==> src/rtl/wb_port_arbiter.sv <==
// ---------------------------------------------------------------------------
// wb_port_arbiter
//
// Purpose:
//   Owns the single write port of the 32x32 register file. Two sources share it:
//   - the in-order pipeline writeback (fixed timing, always wins);
//   - a long-latency auxiliary unit (mul/div/load) that hands over results with
//     a valid/ready handshake into a one-entry hold buffer.
//   A per-register busy scoreboard tracks outstanding aux ops and drives the
//   decode hazard. If an aux result waits too long, a registered pipe_stall
//   forces a free writeback slot.
//
// Optional feature (macro WB_ARB_CHECK_EN):
//   When defined, sb_err is a sticky protocol-error flag. It is set by an aux
//   capture to a non-busy register, or by an issue to an already-busy register
//   that is not being cleared that cycle. When undefined, sb_err is tied to 0.
//
// Handshake:
//   An aux result transfers on a cycle where aux_valid && aux_ready at posedge.
//   aux_ready is high only while the hold buffer is EMPTY. The source must keep
//   aux_valid/aux_wa/aux_wd stable until the transfer happens.
//
// Ports:
//   clk, rst_n            clock, synchronous active-low reset
//   pipe_we/wa/wd         pipeline writeback request (priority source)
//   aux_valid/ready/wa/wd aux result handshake
//   iss_valid, iss_rd     long-latency op issue (sets busy)
//   chk_rs1/rs2/rd        decode-stage registers checked for hazard
//   hazard                decode must hold (combinational)
//   pipe_stall            registered stall request
//   rf_we/wa/wd           register file write port
//   busy_vec              scoreboard, bit 0 always 0
//   sb_err                sticky protocol error (see above)
//   state_dbg             hold-buffer FSM state (0 EMPTY, 1 HELD, 2 FORCE)
// ---------------------------------------------------------------------------
module wb_port_arbiter #(
   parameter int MAX_WAIT = 4,
   parameter int WAIT_W   = 3
) (
   input  logic        clk,
   input  logic        rst_n,
   input  logic        pipe_we,
   input  logic [4:0]  pipe_wa,
   input  logic [31:0] pipe_wd,
   input  logic        aux_valid,
   output logic        aux_ready,
   input  logic [4:0]  aux_wa,
   input  logic [31:0] aux_wd,
   input  logic        iss_valid,
   input  logic [4:0]  iss_rd,
   input  logic [4:0]  chk_rs1,
   input  logic [4:0]  chk_rs2,
   input  logic [4:0]  chk_rd,
   output logic        hazard,
   output logic        pipe_stall,
   output logic        rf_we,
   output logic [4:0]  rf_wa,
   output logic [31:0] rf_wd,
   output logic [31:0] busy_vec,
   output logic        sb_err,
   output logic [1:0]  state_dbg
);

   typedef enum logic [1:0] {
      EMPTY = 2'd0,
      HELD  = 2'd1,
      FORCE = 2'd2
   } state_t;

   state_t              state, state_nxt;
   logic [4:0]          hold_wa;
   logic [31:0]         hold_wd;
   logic [WAIT_W-1:0]   wait_cnt;
   logic [31:0]         busy, busy_nxt, set_mask, clr_mask;
   logic                capture, commit, sel_we;

   // Next-state logic for the hold buffer.
   always_comb begin
      state_nxt = state;
      capture   = 1'b0;
      commit    = 1'b0;
      case (state)
         EMPTY: begin
            if (aux_valid) begin
               capture   = 1'b1;
               state_nxt = HELD;
            end
         end
         HELD: begin
            if (!pipe_we) begin
               commit    = 1'b1;
               state_nxt = EMPTY;
            end else if (wait_cnt == WAIT_W'(MAX_WAIT - 1)) begin
               state_nxt = FORCE;
            end
         end
         FORCE: begin
            if (!pipe_we) begin
               commit    = 1'b1;
               state_nxt = EMPTY;
            end
         end
         default: state_nxt = EMPTY;
      endcase
   end

   // Scoreboard update: set is applied after clear so that an issue to the
   // register being committed this cycle keeps it busy.
   always_comb begin
      set_mask = '0;
      clr_mask = '0;
      if (iss_valid && (iss_rd != 5'd0)) set_mask = 32'd1 << iss_rd;
      if (commit)                        clr_mask = 32'd1 << hold_wa;
      busy_nxt = ((busy & ~clr_mask) | set_mask) & ~32'd1;
   end

   always_ff @(posedge clk) begin
      if (!rst_n) begin
         state      <= EMPTY;
         wait_cnt   <= '0;
         pipe_stall <= 1'b0;
         busy       <= '0;
         hold_wa    <= '0;
         hold_wd    <= '0;
      end else begin
         state      <= state_nxt;
         // Registered so the stall is visible from the cycle after FORCE entry
         // and drops the cycle after the forced commit.
         pipe_stall <= (state_nxt == FORCE);
         busy       <= busy_nxt;
         if (capture) begin
            hold_wa <= aux_wa;
            hold_wd <= aux_wd;
         end
         if (commit)
            wait_cnt <= '0;
         else if ((state == HELD) && pipe_we)
            wait_cnt <= wait_cnt + 1'b1;
      end
   end

   // Write port mux: pipeline first, then a pending aux entry, else idle zeros.
   always_comb begin
      sel_we = 1'b0;
      rf_wa  = '0;
      rf_wd  = '0;
      if (pipe_we) begin
         sel_we = 1'b1;
         rf_wa  = pipe_wa;
         rf_wd  = pipe_wd;
      end else if (state != EMPTY) begin
         sel_we = 1'b1;
         rf_wa  = hold_wa;
         rf_wd  = hold_wd;
      end
   end

   // x0 writes are dropped; no write goes out in a reset cycle.
   assign rf_we     = sel_we && (rf_wa != 5'd0) && rst_n;
   assign aux_ready = (state == EMPTY);
   assign hazard    = busy[chk_rs1] | busy[chk_rs2] | busy[chk_rd];
   assign busy_vec  = busy;
   assign state_dbg = state;

`ifdef WB_ARB_CHECK_EN
   logic err_cap, err_iss, err_q;

   assign err_cap = capture && !busy[aux_wa];
   assign err_iss = iss_valid && (iss_rd != 5'd0) && busy[iss_rd] &&
                    !(commit && (hold_wa == iss_rd));

   always_ff @(posedge clk) begin
      if (!rst_n)
         err_q <= 1'b0;
      else if (err_cap || err_iss)
         err_q <= 1'b1;
   end

   assign sb_err = err_q;
`else
   assign sb_err = 1'b0;
`endif

endmodule

==> config.mk <==
export PLATFORM = sky130hd
export DESIGN_NAME = wb_port_arbiter
export DESIGN_NICKNAME = d
export VERILOG_FILES = /design/src/rtl/wb_port_arbiter.sv
export SDC_FILE = /design/constraint.sdc
export NUM_CORES = 1
export LEC_CHECK = 0
export BUFFER_PORTS_ARGS = -buffer_cell sky130_fd_sc_hd__buf_4
export CORE_UTILIZATION = 30
export CTS_CLUSTER_SIZE = 25
export DETAILED_ROUTE_END_ITERATION = 12
export GPL_ROUTABILITY_DRIVEN = 1
export PLACE_DENSITY = 0.64
export SLEW_MARGIN = 25
export SYNTH_ARGS = -nofsm -noshare
export SYNTH_HDL_FRONTEND = slang
export SYNTH_SLANG_ARGS = --single-unit
==> constraint.sdc <==
create_clock -name clk -period 2.1 [get_ports clk]
set_clock_uncertainty 0.1 [all_clocks]
set_input_delay 0.105 -clock clk [delete_from_list [all_inputs] [get_ports clk]]
set_output_delay 0.105 -clock clk [all_outputs]
set_load 0.02 [all_outputs]
==> results of run 1 <==
==> worst max path at each step <==
stage | start | to | slack (ns) | cells past startpoint
2_1_floorplan | state_dbg[1] | rf_we | 0.02 | 8
3_3_place_gp | state_dbg[1] | busy_vec[17] | 0.21 | 6
3_5_place_dp | state_dbg[1] | busy_vec[23] | 0.16 | 6
4_1_cts | state_dbg[0] | rf_we | 0.003 | 8
5_1_grt | busy_vec[18] | hazard | -0.07 | 6
6_report | busy_vec[24] | hazard | 0.04 | 6
==> flip-flops by register name, summed over array words and instances (netlist names) <==
register    count
hold_wd        32
pipe_stall      1
hold_wa         5
wait_cnt        3
state_dbg       2
busy_vec       31
==> routing by layer <==
layer | GRT usage | vias up | part of all wire
met5 | 0 | - | 0
met4 | 0.05103 | 0 | 0.012
met3 | 0.04424 | 14 | 0.077
met2 | 0.2961 | 215 | 0.45
met1 | 0.2512 | 2239 | 0.46
li1 | - | 2401 | -
==> stage by stage <==
step           TNS [ns]  utilization  hold slack (ns)
2_1_floorplan         0            -           0.1499
3_3_place_gp          0       0.4066           0.2706
3_5_place_dp          0       0.4066           0.2748
4_1_cts               0       0.4554          0.04075
5_1_grt        -0.06735       0.4601          0.07711
6_report              0       0.4601          0.05664
==> worst register-to-register path: cells and delay by family (launching register included) <==
family                     cells  cell delay (ns)
AOI/OAI and AO/OA              2             0.29
adders and majority gates      1             0.27
buffers and inverters          1             0.06
DFF                            1             0.38
and+or+nand+nor                2             0.47
==> report_power, final <==
part / total [mW] / switching (mW) / leakage, nW / internal [mW]
clock: 1.58 / 0.574 / 0.152 / 1.01
combinational: 0.816 / 0.419 / 2.00 / 0.397
sequential: 1.51 / 0.0464 / 0.605 / 1.46
total: 3.91 / 1.04 / 2.76 / 2.87
==> repair_timing <==
item	CTS	global route
endpoints found under the hold margin	39	0
hold buffers	40	0
pin swaps	0	4
gates resized for setup	3	19
setup endpoints to repair	2	36
==> synth_stat cells, types with 2 or more instances <==
cell,n
a2111oi_0,3
a21boi_0,69
a21oi_1,2
a221oi_1,2
a32oi_1,2
and2_1,3
and3_1,2
and3b_1,4
buf_1,4
buf_2,4
buf_4,3
buf_6,4
clkbuf_1,23
dfxtp_1,74
ha_1,6
inv_1,8
mux2_2,9
mux2i_1,9
mux4_1,4
mux4_2,9
nand2_1,197
nand2b_1,6
nand3_1,6
nand3b_1,3
nor2_1,10
nor2b_1,12
nor3_1,2
nor3b_1,6
nor4b_1,2
o2111ai_1,3
o21ai_0,74
o22ai_1,2
==> layout make-up <==
cell class                 instances  share of cell area
clock buffer                      13             0.04026
clock inverter                     2            0.005219
inverter                           8            0.004473
timing repair buffer             221              0.2651
sequential                        74              0.2218
multi-input combinational        464              0.4289
tap                              184             0.03430
==> kinds of logic after synthesis <==
kind of cell	share of synthesized area
adder cells (fa/ha/maj)	0.01668
AND/OR/NAND/NOR	0.2463
multiplexers	0.1142
flip-flops	0.3291
other	0.0008330
AO/OA/AOI/OAI	0.2432
buffers and inverters	0.04975
==> summary.txt, run 1 <==
Run status
  • Status: finished, final reports clean

Placement
  • Placed cell area: 0.005932 mm²
  • Routability cong.: 0.8811
  • Final HPWL DP: 10840 µm
  • I/O Buffers: 172
  • Placed cell count: 911
  • Setup WS pre-CTS: 0.1574 ns

Critical path
  • Worst Path Buf+Inv: 1
  • Slowest Stage Delay on Critical Path: 0.50 ns
  • Worst r2r src: state_dbg[0]
  • Critical Path RT: between 1.5 and 2 ns
  • Critical path peak fanout: 5
  • Ordered list of cells on the worst path: mux4_1 -> nor2_1 -> nor4b_1 -> a311oi_2 -> nand4_1 -> buf_4
  • CP startpoint kind: flip-flop
  • Largest delay contributor family on the critical path: multiplexers
  • Worst Setup Path Type: reg2out
  • FF-to-FF path depth: 6
  • Reg-to-reg setup timing slack: approximately 0.4 ns
  • CP max stage cell: mux4_1
  • Worst reg2reg endpoint: busy_vec[19]
  • Arr. time, crit path: between 1.5 and 2 ns
  • Worst Setup End Kind: output port

Synthesis
  • Area leader, netlist: dfxtp_1
  • Mapped cell area: around 0.0045 mm²
  • Ys Warns: 0
  • Top post-synthesis cells by area: dfxtp_1 (33%), nand2_1 (16%), a21boi_0 (12%), o21ai_0 (8.2%), mux4_2 (4.5%)
  • Synth cell types: 49
  • Post-synth EDFFs: 0
  • Mapped Cells: 584
  • Ys async rst share: 0
  • Top cell type's share of synthesized area: 0.3291
  • Post-synthesis area per instance: 7.709 µm²
  • Flop and latch count out of synthesis: 74
  • Top_reg_cell synth: dfxtp_1
  • Post-synthesis sequential area ratio: 0.3291

Clocking
  • CTS H-tree lvls: 3
  • CTS Buffer Depth: 2
  • Buffer count from post-CTS setup fixing: 0
  • CTS Sinks: 74
  • Clock latency on the worst-skew pair: 0.33 ns
  • CTS tree: built
  • CTS clk-pin slew, worst paths: 0.05 ns
  • CTS root buf: clkbuf_16
  • Clock buffer count from CTS: 9

Pwr
  • Power Dens Cells: 581.9 mW/mm²
  • Leak pwr: 2.759 nW
  • Peak VDD IR: 0.3978 mV
  • Power, Total: between 3 and 4 mW

Floorplanning
  • Die ar.: 0.01550 mm²
  • I/O pin cnt: 175
  • Row Count: 44
  • Initial Utilization: 0.3086
  • Die Width: ~120 µm
  • Core area: 0.01459 mm²
  • Die Ht: 124.5 µm

Routing
  • Via count: between 4000 and 5000
  • Routed len/inst: 14.96 µm
  • Via density: 5.040
  • Drt initial violations: ~230
  • Antenna-violating nets left: 0
  • Drt pass-1 iters: 7
  • Routed Wire Length: between 10000 and 15000 µm
  • DR DRC count: 0

Layout
  • Final Non-Filler Cells: 966
  • Number of diodes: 0
  • Most frequent cells in the layout: nand2_1 (197), buf_4 (179), dfxtp_1 (70)
  • Commonest non-fill, non-tap cell in the layout: nand2_1
  • Fin area: 0.006713 mm²
  • Reg area: 0.001489 mm²
  • Nets: 883
  • Multi-input gate area: 0.002879 mm²
  • Share of layout cells above drive strength 1: 0.3018
  • Area growth syn-to-layout: 49.11%
  • Fillers: 1450

STA
  • Hold Vio Cnt, Final: 0
  • Final worst path period need: 2.064 ns
  • RSZ-0062 raised after global routing: true
  • Final worst slack: 0.03616 ns
  • Actual slew at the worst max-slew pin: 0.6944 ns
  • Final worst path period share: 0.9828
  • Worst relative slew slack: 0.5361
  • Slew Viols, Final: 0
  • Final setup fails: 0
  • Max Fclk: 484.5 MHz

Global routing
  • Global-route wire length before repair: 23530 µm
  • Vias in the first global route: 4692
  • Total global routing overflow: 0
  • Largest net degree at the start of global routing: 47
  • Initial antenna violation count: 0
  • Overall Global Routing Usage: 0.1865

Worst hold path
  • Worst hold path type: in2reg
  • Hold Path Depth: 4
  • Min-Delay Startpoint: iss_rd[1]
  • Hold path endpoint: busy_vec[20]

Job
  • Max-Cap Viols: 0
(Power assumes the default switching activity.)
==> run 2: changes to the inputs <==
--- a/config.mk
+++ b/config.mk
@@ -6,6 +6,7 @@
 export NUM_CORES = 1
 export LEC_CHECK = 0
 export BUFFER_PORTS_ARGS = -buffer_cell sky130_fd_sc_hd__buf_4
+export CORE_MARGIN = 4
 export CORE_UTILIZATION = 30
 export CTS_CLUSTER_SIZE = 25
 export DETAILED_ROUTE_END_ITERATION = 12
==> summary.txt, run 2 (synthesis gave the netlist of run 1 again) <==
Critical path
  • Critical Path RT: 1.89 ns
  • Arr. time, crit path: 1.87 ns
  • Worst Setup End Kind: output port
  • CP max stage cell: mux4_1
  • Largest delay contributor family on the critical path: multiplexers
  • Critical path peak fanout: 5
  • FF-to-FF path depth: 6
  • Worst Path Buf+Inv: 1
  • Slowest Stage Delay on Critical Path: 0.51 ns
  • Reg-to-reg setup timing slack: 0.30 ns
  • CP startpoint kind: flip-flop
  • Worst Setup Path Type: reg2out
  • Ordered list of cells on the worst path: mux4_1 -> nor2_1 -> nor4b_1 -> nor3_1 -> nand4_1 -> buf_4
  • Crit path depth: 6

Routing
  • Routed len/inst: 16.34 µm
  • Antenna-violating nets left: 0
  • Drt initial violations: 268
  • Routed Wire Length: around 16000 µm
  • DR DRC count: 0
  • Via count: 4925
  • Drt pass-1 iters: 5
  • Via density: 5.077

Placement
  • Placed cell area: 0.005959 mm²
  • Final HPWL DP: 11740 µm
  • I/O Buffers: 172
  • Placed cell count: 913
  • Routability cong.: 0.8981

Clocking
  • Clock latency on the worst-skew pair: 0.33 ns
  • Clock buffer count from CTS: 9
  • CTS tree: built
  • CTS root buf: clkbuf_16
  • CTS Sinks: 74
  • CTS Buffer Depth: 2
  • CTS H-tree lvls: 3
  • CTS clk-pin slew, worst paths: 0.06 ns

Pwr
  • Peak VDD IR: between 0.4 and 0.5 mV
  • Power, Total: 3.738 mW
  • Power Dens Cells: between 500 and 600 mW/mm²
  • Leak pwr: between 2 and 3 nW

Global routing
  • Initial antenna violation count: 0
  • Global-route wire length before repair: around 24000 µm
  • Overall Global Routing Usage: 0.1811
  • Largest net degree at the start of global routing: between 40 and 50
  • Total global routing overflow: 0
  • Vias in the first global route: roughly 4600

STA
  • Slew Viols, Final: 0
  • Final worst path period share: 0.9904
  • Final setup fails: 0
  • RSZ-0062 raised after global routing: true
  • Max Fclk: 480.8 MHz
  • Hold Vio Cnt, Final: 0
  • Actual slew at the worst max-slew pin: slightly below 0.9 ns
  • Final worst path period need: 2.080 ns
  • Worst relative slew slack: 0.4226

Floorplanning
  • I/O pin cnt: 175
  • Die Width: 130.5 µm
  • Row Count: 44
  • Core area: 0.01464 mm²
  • Die Ht: 130.5 µm
  • Die ar.: 0.01703 mm²
  • Initial Utilization: 0.3074

Run status
  • Status: finished, final reports clean

Layout
  • Fin util: 0.4562
  • Number of diodes: 0
  • Most frequent cells in the layout: nand2_1 (197), buf_4 (180), a21boi_0 (69)
  • Nets: around 900
  • Reg with most FFs: hold_wd
  • Fin area: about 0.0067 mm²
  • Commonest non-fill, non-tap cell in the layout: nand2_1
  • Share of layout cells above drive strength 1: 0.3041
  • Max reg flops: 32
  • Area growth syn-to-layout: 48.39%
  • Final Non-Filler Cells: 970

Job
  • Max-Cap Viols: 0

Worst hold path
  • Worst hold path type: in2reg
  • Hold Path Depth: 4
run 2: cell count changes in the layout (fill, tap and decap cells not counted), moves of 2 or more:
cell,delta
dfxtp_2,+5
clkinv_2,+4
inv_1,+2
dfxtp_1,-4
a2111oi_2,-2
inv_2,-2
a2111oi_1,+2
clkbuf_8,-2
run 2: timing repair:
action                                  in CTS  in global routing
hold buffers                                40                  0
endpoints found under the hold margin       39                  0
endpoints found under the setup margin       4                 36
resized for setup                            1                 18
pin swaps                                    0                  1
setup buffers                                0                  1
run 2: worst register-to-register path, stage by stage (launching register included):
cell      delay [ns]
dfxtp_1         0.40
inv_1           0.09
ha_1            0.32
nor3b_2         0.30
nand3_1         0.18
o21ai_0         0.18
a21boi_0        0.12
run 2: area by class of cell:
| cell class | instances | area, µm² |
|---|---|---|
| Multi-Input combinational cell | 464 | 2839 |
| Clock buffer | 10 | 239.0 |
| Sequential cell | 74 | 1491 |
| Timing Repair Buffer | 224 | 1818 |
| Clock inverter | 6 | 32.53 |
| Inverter | 8 | 30.03 |
| Tap cell | 184 | 230.2 |
| Fill cell | 1469 | 7964 |
run 2: per-layer routing:
layer	GRT usage	vias to the layer above	wire, µm
met5	0	-	0
met4	0.04235	0	129
met3	0.05122	10	1487
met2	0.2828	222	6966
met1	0.2490	2276	7268
li1	-	2417	-
run 2: path summary, 6_finish.rpt:
| check | start | endpoint |
|---|---|---|
| max reg2reg | state_dbg[1] | busy_vec[17] |
| min | iss_rd[0] | busy_vec[4] |
| max | busy_vec[4] | hazard |
| min reg2reg | hold_wd[24] | hold_wd[24] |
run 2: stage by stage:
step	setup TNS [ns]	hold slack, ns	setup WS (ns)
finish	0	0.05527	0.02020
detailed placement	0	0.2742	0.1286
CTS	-0.05165	0.04882	-0.02358
floorplan	0	0.1499	0.02489
global placement	0	0.2702	0.2044
global route	-0.08174	0.09265	-0.08174
run 2: where the power goes:
group	total [mW]	switching [mW]	internal, mW
clock network	1.41	0.585	0.821
logic	0.827	0.429	0.399
registers	1.51	0.0445	1.46
total	3.74	1.06	2.68
